<file path="config.mk">
export PLATFORM = sky130hd
export DESIGN_NAME = glb_strm_st_dma_flat
export DESIGN_NICKNAME = d
export VERILOG_FILES = /design/src/rtl/glb_strm_st_dma_pkg.sv /design/src/rtl/glb_strm_st_dma_if.sv /design/src/rtl/glb_strm_st_dma_word_packer.sv /design/src/rtl/glb_strm_st_dma.sv /design/src/flat_wrapper.sv
export SDC_FILE = /design/constraint.sdc
export NUM_CORES = 1
export LEC_CHECK = 0
export CAP_MARGIN = 20
export CORE_UTILIZATION = 51
export DETAILED_ROUTE_END_ITERATION = 10
export GPL_TIMING_DRIVEN = 1
export HOLD_SLACK_MARGIN = 0.15
export PLACE_DENSITY = 0.88
export SYNTH_ARGS = -nofsm -noshare
export SYNTH_HDL_FRONTEND = slang
export SYNTH_SLANG_ARGS = --single-unit
</file>
<file path="constraint.sdc">
create_clock -name clk -period 4.05 [get_ports clk]
set_clock_uncertainty 0.15 [all_clocks]
set_input_delay 1.215 -clock clk [delete_from_list [all_inputs] [get_ports clk]]
set_output_delay 1.215 -clock clk [all_outputs]
set_load 0.02 [all_outputs]
</file>
<file path="src/rtl/glb_strm_st_dma_pkg.sv">
// Shared types and constants for the GLB store-direction stream DMA.
package glb_strm_st_dma_pkg;

    localparam int BANK_DW     = 64;
    localparam int CGRA_DW     = 16;
    localparam int GLB_AW      = 22;
    localparam int NUM_WORDS_W = 16;
    localparam int ST_Q_DEPTH  = 4;

    localparam int CGRA_WORDS_PER_BANK_WORD = BANK_DW / CGRA_DW;
    localparam int BANK_STRB_W              = BANK_DW / 8;

    localparam logic [1:0] DMA_OFF   = 2'd0;
    localparam logic [1:0] NORMAL    = 2'd1;
    localparam logic [1:0] REPEAT    = 2'd2;
    localparam logic [1:0] AUTO_INCR = 2'd3;

    typedef struct packed {
        logic                   wr_en;
        logic [BANK_STRB_W-1:0] wr_strb;
        logic [GLB_AW-1:0]      wr_addr;
        logic [BANK_DW-1:0]     wr_data;
    } wr_packet_t;

    typedef struct packed {
        logic                   valid;
        logic [GLB_AW-1:0]      start_addr;
        logic [NUM_WORDS_W-1:0] num_words;
    } dma_st_header_t;

    typedef enum logic [1:0] {
        IDLE   = 2'd0,
        LOAD   = 2'd1,
        STREAM = 2'd2,
        FLUSH  = 2'd3
    } st_dma_state_t;

endpackage

</file>
<file path="src/rtl/glb_strm_st_dma_if.sv">
// Fabric-to-GLB stream input and bank write output of the store DMA.
interface glb_strm_st_dma_if;
    import glb_strm_st_dma_pkg::*;

    logic [CGRA_DW-1:0] stream_data_f2g;
    logic               stream_data_valid_f2g;
    wr_packet_t         wr_packet;

    modport master (
        output stream_data_f2g,
        output stream_data_valid_f2g,
        input  wr_packet
    );

    modport slave (
        input  stream_data_f2g,
        input  stream_data_valid_f2g,
        output wr_packet
    );
endinterface

</file>
<file path="src/rtl/glb_strm_st_dma_word_packer.sv">
// Packs stream words into bank words with byte strobes and emits registered writes.
module glb_st_word_packer
    import glb_strm_st_dma_pkg::*;
#(
    parameter int BANK_DATA_WIDTH = BANK_DW,
    parameter int CGRA_DATA_WIDTH = CGRA_DW,
    parameter int GLB_ADDR_WIDTH  = GLB_AW
) (
    input  logic                       clk,
    input  logic                       rst_n,
    input  logic                       clear,
    input  logic                       word_valid,
    input  logic                       word_last,
    input  logic [CGRA_DATA_WIDTH-1:0] word,
    input  logic [GLB_ADDR_WIDTH-1:0]  addr,
    output wr_packet_t                 wr_packet
);

    localparam int LANES      = BANK_DATA_WIDTH / CGRA_DATA_WIDTH;
    localparam int LANE_W     = (LANES > 1) ? $clog2(LANES) : 1;
    localparam int STRB_W     = BANK_DATA_WIDTH / 8;
    localparam int BYTE_OFF_W = $clog2(STRB_W);
    localparam int LANE_STRB  = CGRA_DATA_WIDTH / 8;

    logic [BANK_DATA_WIDTH-1:0] pack_q, pack_d;
    logic [STRB_W-1:0]          strb_q, strb_d;
    logic [LANE_W-1:0]          lane;
    logic                       emit;

    assign lane = addr[BYTE_OFF_W-1 -: LANE_W];

    always_comb begin
        pack_d = pack_q;
        strb_d = strb_q;
        pack_d[lane*CGRA_DATA_WIDTH +: CGRA_DATA_WIDTH] = word;
        strb_d[lane*LANE_STRB +: LANE_STRB] = '1;
        emit = word_valid && ((lane == LANE_W'(LANES - 1)) || word_last);
    end

    // Pack data is cleared on emit so a partial bank word never carries stale lanes.
    always_ff @(posedge clk or negedge rst_n) begin
        if (!rst_n) begin
            pack_q    <= '0;
            strb_q    <= '0;
            wr_packet <= '0;
        end else if (clear) begin
            pack_q          <= '0;
            strb_q          <= '0;
            wr_packet.wr_en <= 1'b0;
        end else begin
            wr_packet.wr_en <= emit;
            if (emit) begin
                wr_packet.wr_strb <= strb_d;
                wr_packet.wr_addr <= addr & ~GLB_ADDR_WIDTH'(STRB_W - 1);
                wr_packet.wr_data <= pack_d;
                pack_q            <= '0;
                strb_q            <= '0;
            end else if (word_valid) begin
                pack_q <= pack_d;
                strb_q <= strb_d;
            end
        end
    end

endmodule

</file>
<file path="src/rtl/glb_strm_st_dma.sv">
// GLB store stream DMA: header sequencing FSM and address counter around the word packer.
// Optional GLB_ST_DMA_DROP_CNT_EN adds a saturating counter of dropped stream words.
//
// state  | meaning
// IDLE   | waiting for a start pulse
// LOAD   | latching the current header slot
// STREAM | accepting stream words into the packer
// FLUSH  | header finished, choose next slot / done
module glb_strm_st_dma
    import glb_strm_st_dma_pkg::*;
#(
    parameter int BANK_DATA_WIDTH     = BANK_DW,
    parameter int CGRA_DATA_WIDTH     = CGRA_DW,
    parameter int GLB_ADDR_WIDTH      = GLB_AW,
    parameter int MAX_NUM_WORDS_WIDTH = NUM_WORDS_W,
    parameter int QUEUE_DEPTH         = ST_Q_DEPTH
) (
    input  logic                                clk,
    input  logic                                reset_n,
    input  logic [1:0]                          cfg_st_dma_mode,
    input  dma_st_header_t [QUEUE_DEPTH-1:0]    cfg_st_dma_header,
    input  logic                                st_dma_start_pulse,
    glb_strm_st_dma_if.slave                    strm,
    output logic                                st_dma_busy,
`ifdef GLB_ST_DMA_DROP_CNT_EN
    output logic [15:0]                         st_dma_drop_cnt,
`endif
    output logic                                st_dma_done_pulse
);

    localparam int IDX_W = (QUEUE_DEPTH > 1) ? $clog2(QUEUE_DEPTH) : 1;

    st_dma_state_t                  state_q, state_d;
    logic [IDX_W-1:0]               slot_q, slot_d;
    logic [GLB_ADDR_WIDTH-1:0]      addr_q, addr_d;
    logic [MAX_NUM_WORDS_WIDTH-1:0] left_q, left_d;
    logic                           reload_q, reload_d;
    logic                           done_d, word_take, abort, last_word, last_slot;
    dma_st_header_t                 cur_hdr;

    assign cur_hdr     = cfg_st_dma_header[slot_q];
    assign last_word   = (left_q == MAX_NUM_WORDS_WIDTH'(1));
    assign last_slot   = (slot_q == IDX_W'(QUEUE_DEPTH - 1));
    assign st_dma_busy = (state_q != IDLE);

    always_ff @(posedge clk or negedge reset_n) begin
        if (!reset_n) begin
            state_q           <= IDLE;
            slot_q            <= '0;
            addr_q            <= '0;
            left_q            <= '0;
            reload_q          <= 1'b0;
            st_dma_done_pulse <= 1'b0;
        end else begin
            state_q           <= state_d;
            slot_q            <= slot_d;
            addr_q            <= addr_d;
            left_q            <= left_d;
            reload_q          <= reload_d;
            st_dma_done_pulse <= done_d;
        end
    end

    always_comb begin
        state_d   = state_q;
        slot_d    = slot_q;
        addr_d    = addr_q;
        left_d    = left_q;
        reload_d  = reload_q;
        done_d    = 1'b0;
        word_take = 1'b0;
        abort     = 1'b0;
        case (state_q)
            IDLE: begin
                if (st_dma_start_pulse && cfg_st_dma_mode != DMA_OFF) begin
                    state_d  = LOAD;
                    slot_d   = '0;
                    reload_d = 1'b0;
                end
            end
            LOAD: begin
                // AUTO_INCR reloads keep the running address as the new start.
                if (!reload_q) addr_d = cur_hdr.start_addr & ~GLB_ADDR_WIDTH'(1);
                left_d   = cur_hdr.num_words;
                reload_d = 1'b0;
                state_d  = (cur_hdr.valid && cur_hdr.num_words != '0) ? STREAM : FLUSH;
            end
            STREAM: begin
                if (strm.stream_data_valid_f2g) begin
                    word_take = 1'b1;
                    addr_d    = addr_q + GLB_ADDR_WIDTH'(2);
                    left_d    = left_q - MAX_NUM_WORDS_WIDTH'(1);
                    if (last_word) state_d = FLUSH;
                end
            end
            FLUSH: begin
                if (cfg_st_dma_mode == AUTO_INCR) begin
                    state_d  = LOAD;
                    reload_d = 1'b1;
                    done_d   = 1'b1;
                end else if (!last_slot && cfg_st_dma_header[slot_q + IDX_W'(1)].valid) begin
                    state_d = LOAD;
                    slot_d  = slot_q + IDX_W'(1);
                end else if (cfg_st_dma_mode == REPEAT) begin
                    state_d = LOAD;
                    slot_d  = '0;
                    done_d  = 1'b1;
                end else begin
                    state_d = IDLE;
                    done_d  = 1'b1;
                end
            end
            default: state_d = IDLE;
        endcase
        if (state_q != IDLE && cfg_st_dma_mode == DMA_OFF) begin
            state_d   = IDLE;
            reload_d  = 1'b0;
            done_d    = 1'b0;
            word_take = 1'b0;
            abort     = 1'b1;
        end
    end

    glb_st_word_packer #(
        .BANK_DATA_WIDTH (BANK_DATA_WIDTH),
        .CGRA_DATA_WIDTH (CGRA_DATA_WIDTH),
        .GLB_ADDR_WIDTH  (GLB_ADDR_WIDTH)
    ) u_packer (
        .clk        (clk),
        .rst_n      (reset_n),
        .clear      (abort),
        .word_valid (word_take),
        .word_last  (last_word),
        .word       (strm.stream_data_f2g),
        .addr       (addr_q),
        .wr_packet  (strm.wr_packet)
    );

`ifdef GLB_ST_DMA_DROP_CNT_EN
    always_ff @(posedge clk or negedge reset_n) begin
        if (!reset_n) begin
            st_dma_drop_cnt <= '0;
        end else if (st_dma_start_pulse) begin
            st_dma_drop_cnt <= '0;
        end else if (strm.stream_data_valid_f2g && state_q != STREAM
                     && st_dma_drop_cnt != 16'hFFFF) begin
            st_dma_drop_cnt <= st_dma_drop_cnt + 16'd1;
        end
    end
`endif

endmodule

</file>
<file path="src/flat_wrapper.sv">
// flat-port wrapper written by rule: the top's interface ports become plain ports
module glb_strm_st_dma_flat import glb_strm_st_dma_pkg::*;
#(
    parameter int BANK_DATA_WIDTH     = BANK_DW,
    parameter int CGRA_DATA_WIDTH     = CGRA_DW,
    parameter int GLB_ADDR_WIDTH      = GLB_AW,
    parameter int MAX_NUM_WORDS_WIDTH = NUM_WORDS_W,
    parameter int QUEUE_DEPTH         = ST_Q_DEPTH
)
  (clk, reset_n, cfg_st_dma_mode, cfg_st_dma_header, st_dma_start_pulse, st_dma_busy, st_dma_done_pulse, strm_stream_data_f2g, strm_stream_data_valid_f2g, strm_wr_packet);
  glb_strm_st_dma_if strm_i ();
  input  logic clk;
  input  logic reset_n;
  input  logic [1:0] cfg_st_dma_mode;
  input  dma_st_header_t [QUEUE_DEPTH-1:0] cfg_st_dma_header;
  input  logic st_dma_start_pulse;
  output logic st_dma_busy;
  output logic st_dma_done_pulse;
  input wire logic [$bits(strm_i.stream_data_f2g)-1:0] strm_stream_data_f2g;
  input wire logic [$bits(strm_i.stream_data_valid_f2g)-1:0] strm_stream_data_valid_f2g;
  output wire logic [$bits(strm_i.wr_packet)-1:0] strm_wr_packet;
  assign strm_i.stream_data_f2g = strm_stream_data_f2g;
  assign strm_i.stream_data_valid_f2g = strm_stream_data_valid_f2g;
  assign strm_wr_packet = strm_i.wr_packet;
  glb_strm_st_dma #(.BANK_DATA_WIDTH(BANK_DATA_WIDTH), .CGRA_DATA_WIDTH(CGRA_DATA_WIDTH), .GLB_ADDR_WIDTH(GLB_ADDR_WIDTH), .MAX_NUM_WORDS_WIDTH(MAX_NUM_WORDS_WIDTH), .QUEUE_DEPTH(QUEUE_DEPTH)) u_core (.clk(clk), .reset_n(reset_n), .cfg_st_dma_mode(cfg_st_dma_mode), .cfg_st_dma_header(cfg_st_dma_header), .st_dma_start_pulse(st_dma_start_pulse), .strm(strm_i), .st_dma_busy(st_dma_busy), .st_dma_done_pulse(st_dma_done_pulse));
endmodule
</file>
After elaboration in Yosys (flattened, before gate mapping)
Index checks and enable logic that the tools add are counted.
{"block": "word_totals", "in_bits": 178, "ff_bits": 208, "out_inout_bits": 97}
{"block": "op_classes", "magnitude_cmp": 2, "n_eq_ne": 17, "mux": 44, "n_shift": 4, "reduce_logical": 22, "bitwise": 1, "add_sub_neg": 5}
{"operator": "64-bit two-way mux", "n": 3}
{"operator": "39-bit binary-select mux with 2-bit select", "n": 2}
{"operator": "39-bit two-way mux", "n": 2}
{"operator": "64-bit bitwise mux", "n": 1}
{"operator": "16-bit by 34-bit variable shift with 64-bit output (first input constant)", "n": 1}
{"operator": "16-bit by 34-bit indexed part select with 64-bit output", "n": 1}
{"operator": "22-bit two-way mux", "n": 2}
{"operator": "22-bit case mux with 2 select lines", "n": 1}
{"operator": "3-bit negation with 34-bit output", "n": 1}
{"operator": "6-bit negation with 34-bit output", "n": 1}
{"operator": "2-bit by 34-bit variable shift with 8-bit output (first input constant)", "n": 1}
{"operator": "2-bit by 34-bit indexed part select with 8-bit output (first input constant)", "n": 1}
{"operator": "16-bit case mux with 2 select lines", "n": 1}
{"operator": "8-bit two-way mux", "n": 3}
{"operator": "22-bit by 2-bit adder with 22-bit output (second input constant)", "n": 1}
{"operator": "2-bit two-way mux", "n": 10}
{"operator": "16-bit by 1-bit equality test with 1-bit output (second input constant)", "n": 1}
{"operator": "16-bit two-way mux", "n": 1}
{"operator": "16-bit nonzero test", "n": 1}
{"operator": "16-bit by 1-bit subtractor with 16-bit output (second input constant)", "n": 1}
{"operator": "1-bit two-way mux", "n": 14}
{"operator": "2-bit equality test (second input constant)", "n": 6}
{"operator": "3-bit by 1-bit != test with 1-bit output (second input constant)", "n": 3}
{"operator": "3-bit AND reduction", "n": 3}
{"operator": "20 further kinds", "n": 33}

Logic depth before layout (Yosys ltp)
{"block": "depth", "ltp_word": 8, "ltp_mapped": 11, "depth_no_buf": 7}

Hierarchy
From an unflattened synthesis, not the netlist that was laid out.
{"block": "hier_totals", "hier_cells": 982, "area_unflattened_um2": 10751.6}
{"module": "glb_st_word_packer", "instances": 1, "area_per_inst_um2": 6967.9, "cells_each": 602}
{"module": "glb_strm_st_dma", "instances": 1, "area_per_inst_um2": 3783.6, "cells_each": 380}

Least setup slack after synthesis
Ideal clock, no wire load.
{"block": "synth_path", "kind": "input-to-reg", "start": "input port cfg_st_dma_mode[1]", "end": "register u_core.u_packer.pack_q[10]", "cell_stages": 8, "setup_slack_ns": 1.262, "n_path_buf": 3, "arrival_ns": 2.517, "setup_ns": 0.121, "cell_sequence": "nor3_2 -> nor2_1 -> and3_1 -> buf_2 -> and2_1 -> buf_2 -> buf_6 -> a22o_1"}
{"block": "synth_via", "elab_chain_len": 6, "elab_cells_between_ends": 8, "classes_between": "mux (4); reduce/logical (4)"}
{"element": "start: declaration", "line": "flat_wrapper.sv:14", "source": "input logic [1:0] cfg_st_dma_mode;"}
{"element": "2-bit logical NOT *", "line": "glb_strm_st_dma.sv:115", "source": "if (state_q != IDLE && cfg_st_dma_mode == DMA_OFF) begin"}
{"element": "1-bit logical AND *", "line": "glb_strm_st_dma.sv:115"}
{"element": "1-bit two-way mux", "line": "glb_strm_st_dma.sv:115"}
{"element": "1-bit logical AND", "line": "glb_strm_st_dma_word_packer.sv:37", "source": "emit = word_valid && ((lane == LANE_W'(LANES - 1)) || word_last);"}
{"element": "64-bit two-way mux", "line": "glb_strm_st_dma_word_packer.sv:52", "source": "if (emit) begin"}
{"element": "64-bit two-way mux", "line": "glb_strm_st_dma_word_packer.sv:46", "source": "end else if (clear) begin"}
{"element": "end signal: assignment", "line": "glb_strm_st_dma_word_packer.sv:59", "source": "pack_q <= pack_d;"}
{"element": "end: declaration", "line": "glb_strm_st_dma_word_packer.sv:25", "source": "logic [BANK_DATA_WIDTH-1:0] pack_q, pack_d;"}
Every way passes the cells marked *; elsewhere a longest branch is shown, timed or not.
A chain may end at the register's enable or synchronous reset.

Worst setup path after layout
{"block": "layout_path", "start": "register u_core.state_q[0]", "end": "output port st_dma_busy"}
{"block": "layout_via", "elab_chain_len": 1}
{"element": "start: declaration", "line": "glb_strm_st_dma.sv:33", "source": "st_dma_state_t state_q, state_d;"}
{"element": "start signal: assignment", "line": "glb_strm_st_dma.sv:55", "source": "state_q <= state_d;"}
{"element": "2-bit nonzero test", "line": "glb_strm_st_dma.sv:44", "source": "assign st_dma_busy = (state_q != IDLE);"}
{"element": "end: declaration", "line": "flat_wrapper.sv:17", "source": "output logic st_dma_busy;"}
No other way between the ends.

==> flow_metrics.env <==
export IMPL_status="completed"
export IMPL_seq_area_frac_synth_pct=50.8
export IMPL_netlist_top_cells_area="dfrtp_1 (51%), mux4_2 (8.6%), a22oi_1 (5.1%), a22o_1 (4.7%), nand2_1 (3.9%)"
export IMPL_fmax_ghz=0.290
export IMPL_pin_count=275
export IMPL_drt_iter0_drc=619
export IMPL_async_flop_share_pct=100
export IMPL_gp_congestion=0.879
export IMPL_fin_crit_sh_pct=85.2
export IMPL_globalRouteOverflowTotal=0
export IMPL_hpwl_mm=20.2
export IMPL_crit_slowest_cell="clkdlybuf4s50_1"
export IMPL_crit_path_frequent_cell="inv_1"
export IMPL_slew_viol_final=0
export IMPL_r2r_start="u_core.addr_q[1]"
export IMPL_synth_ff_type="dfrtp_1"
export IMPL_vdd_ir_drop_max_v=0.000332
export IMPL_grtUsageMet1_pct=36.0
export IMPL_antenna_found_initial=3
export IMPL_required_ns=2.68
export IMPL_rsz0062_at_grt="no"
export IMPL_htree_levels=1
export IMPL_cts_sinks=207
export IMPL_crit_arrival_ns=2.09
export IMPL_endpoint_kind="output pin"
export IMPL_synth_top_cell_area_share_pct=50.8
export IMPL_p_per_area_nw_per_um2=619
export IMPL_vias_per_cell=6.06
export IMPL_crit_fanout=6
export IMPL_numPortBuffers=267
export IMPL_num_vias=8774
export IMPL_ant_nets=0
export IMPL_core_area_um2=19500
export IMPL_final_nets=1354
export IMPL_busiest_layer="met2"
export IMPL_yosys_warnings=0
export IMPL_synthToLayoutAreaGrowth_pct=35.7
export IMPL_grt_pass1_vias=8898
export IMPL_criticalPathCategory="reg2out"
export IMPL_die_h_um=143
export IMPL_power_w=0.00856
export IMPL_endpoint="st_dma_busy"
export IMPL_slew_headroom_pct=48.7
export IMPL_clk_transition_reported_paths_ns=0.06
export IMPL_synth_cells=918
export IMPL_hold_violations=0
export IMPL_place_area_um2=13100
export IMPL_nFillCells=1363
export IMPL_grt_max_degree=84
export IMPL_final_area_um2=13800
export IMPL_r2r_cells=7
export IMPL_worst_slew_pin_slew_ns=0.762
export IMPL_path_depth=4
export IMPL_synth_edff_count=0
export IMPL_critical_path_buf_inv_count=3
export IMPL_final_cell_mix="clkdlybuf4s50_1 (266), dfrtp_1 (206), nand2_1 (107), a22oi_1 (68)"
export IMPL_clk_latency_ns=0.50
export IMPL_cts_root_buf="clkbuf_16"
export IMPL_die_area_um2=20600
export IMPL_grt_pass1_wl_mm=46.4
export IMPL_utilization_pct=70.9
export IMPL_initial_core_util_pct=52.3
export IMPL_finalSetupTns_ns=0
export IMPL_seqCellArea_um2=5180
export IMPL_synth_distinct_cells=49
export IMPL_routed_wl_mm=29.1
export IMPL_drc=0
export IMPL_drive_gt1_share_pct=10.7
export IMPL_dr_pass1_iters=6
export IMPL_multi_input_area_um2=4660
export IMPL_cts_resized=0
export IMPL_clk_path_buf_depth=3
export IMPL_avgRoutedWirePerCell_um=20.1
export IMPL_min_period_ns=3.45
export IMPL_cts_buffers=21
export IMPL_use_met2_pct=50.8
export IMPL_critPathLaunch="u_core.state_q[0]"
export IMPL_hold_depth=2
export IMPL_hp_class="reg2reg"
export IMPL_leakagePower_nw=5.71
export IMPL_syn_avg_cell_area_um2=11.1
export IMPL_netlist_area_um2=10200
export IMPL_ys_ff_latch=207
export IMPL_hold_buffers=0
export IMPL_cp_top_family="buffers and inverters"
export IMPL_cts_tree="yes"
export IMPL_grtUsageTotal_pct=29.1
export IMPL_met3_usage_pct=4.63
export IMPL_start_kind="flip-flop"
export IMPL_cts_setup_buffers=0
export IMPL_row_count=51
export IMPL_slowest_delay_ns=0.68
export IMPL_final_common_cell="clkdlybuf4s50_1"
export IMPL_cap_violations=0
export IMPL_r2r_end="u_core.u_packer.pack_q[0]"
export IMPL_synth_largest_area_cell="dfrtp_1"
export IMPL_path_cells="inv_1, ha_1, inv_1, clkdlybuf4s50_1"
export IMPL_die_x_um=143
export IMPL_setup_viol=0
export IMPL_reg2reg_setup_slack_ns=0.61
-- metal layers --
layer | wire, µm | part of all wire, %
met5 | 0 | 0
met4 | 1040 | 3.6
met2 | 15000 | 52
met3 | 1930 | 6.6
met1 | 11100 | 38
-- flip-flops by register name, summed over array words and instances (netlist names) --
register	count
u_core.st_dma_done_pulse	1
u_core.state_q	2
u_core.u_packer.strb_q	8
u_core.addr_q	21
u_core.left_q	16
u_core.u_packer.wr_packet	92
u_core.reload_q	1
u_core.slot_q	2
u_core.u_packer.pack_q	64
-- stage by stage --
stage	std cells	hold WS [ns]	setup WS, ns
2_1_floorplan	920	0.305	1.26
3_3_place_gp	1403	0.311	0.538
3_5_place_dp	1404	0.320	0.435
4_1_cts	1442	0.334	0.598
5_1_grt	1447	0.348	0.425
6_report	1447	0.329	0.599
-- kinds of logic (layout without fill, tap and decap cells) --
| group | after synthesis | in the layout | synth area share (%) |
|---|---|---|---|
| muxes | 70 | 70 | 12.5 |
| and+or+nand+nor | 236 | 236 | 11.2 |
| xor gates and xnor gates | 13 | 13 | 1.12 |
| buffers and inverters | 85 | 344 | 3.92 |
| DFF | 207 | 207 | 50.8 |
| AOI/OAI and AO/OA | 294 | 294 | 19.0 |
| adders and majority gates | 12 | 12 | 1.47 |
| other | 1 | 6 | 0.0368 |
-- area by class of cell --
cell class / count / share of cell area, %
Tap cell: 265 / 2.40
Clock inverter: 11 / 0.895
Inverter: 18 / 0.488
Clock buffer: 27 / 4.25
Sequential cell: 207 / 37.4
Antenna cell: 3 / 0.0542
Multi-Input combinational cell: 628 / 33.7
Timing Repair Buffer: 288 / 20.8
-- worst min path at each step --
stage	endpoint	startpoint	slack [ns]
finish	u_core.u_packer.wr_packet[91]	u_core.u_packer.wr_packet[91]	0.33
floorplan	u_core.u_packer.pack_q[48]	u_core.u_packer.pack_q[48]	0.30
global route	u_core.u_packer.wr_packet[27]	u_core.u_packer.wr_packet[27]	0.35
detailed placement	u_core.u_packer.wr_packet[91]	u_core.u_packer.wr_packet[91]	0.32
global placement	u_core.u_packer.wr_packet[7]	u_core.u_packer.wr_packet[7]	0.31
CTS	u_core.u_packer.wr_packet[91]	u_core.u_packer.wr_packet[91]	0.33
-- cell usage after synthesis, types with 6 or more instances --
cell / count
dfrtp_1: 207
nand2_1: 107
a22oi_1: 69
a22o_1: 55
o21ai_0: 55
clkbuf_1: 44
mux4_2: 39
o21ai_1: 37
a21oi_1: 33
nor2_1: 28
and2_1: 27
mux2_4: 17
o22ai_1: 17
nand3_1: 16
inv_1: 15
mux2i_1: 14
ha_1: 12
a211oi_1: 11
buf_2: 11
nor3_1: 11
nor4_1: 11
nor2b_1: 10
xnor2_1: 10
buf_6: 7
nand4_1: 7
a31oi_1: 6
-- worst min-delay path, cell delays in order (launching register included) --
cell	delay, ns
dfrtp_1	0.34
nand2_1	0.04
o21ai_0	0.06
-- report_power, final --
group | leakage [nW] | total (W) | switching (W) | internal, W
combinational | 2.59 | 0.00350 | 0.00191 | 0.00159
sequential | 2.77 | 0.00308 | 0.000510 | 0.00257
clock | 0.344 | 0.00199 | 0.000824 | 0.00116
total | 5.71 | 0.00856 | 0.00325 | 0.00532
Note: power is estimated with default switching activity, not from simulation.
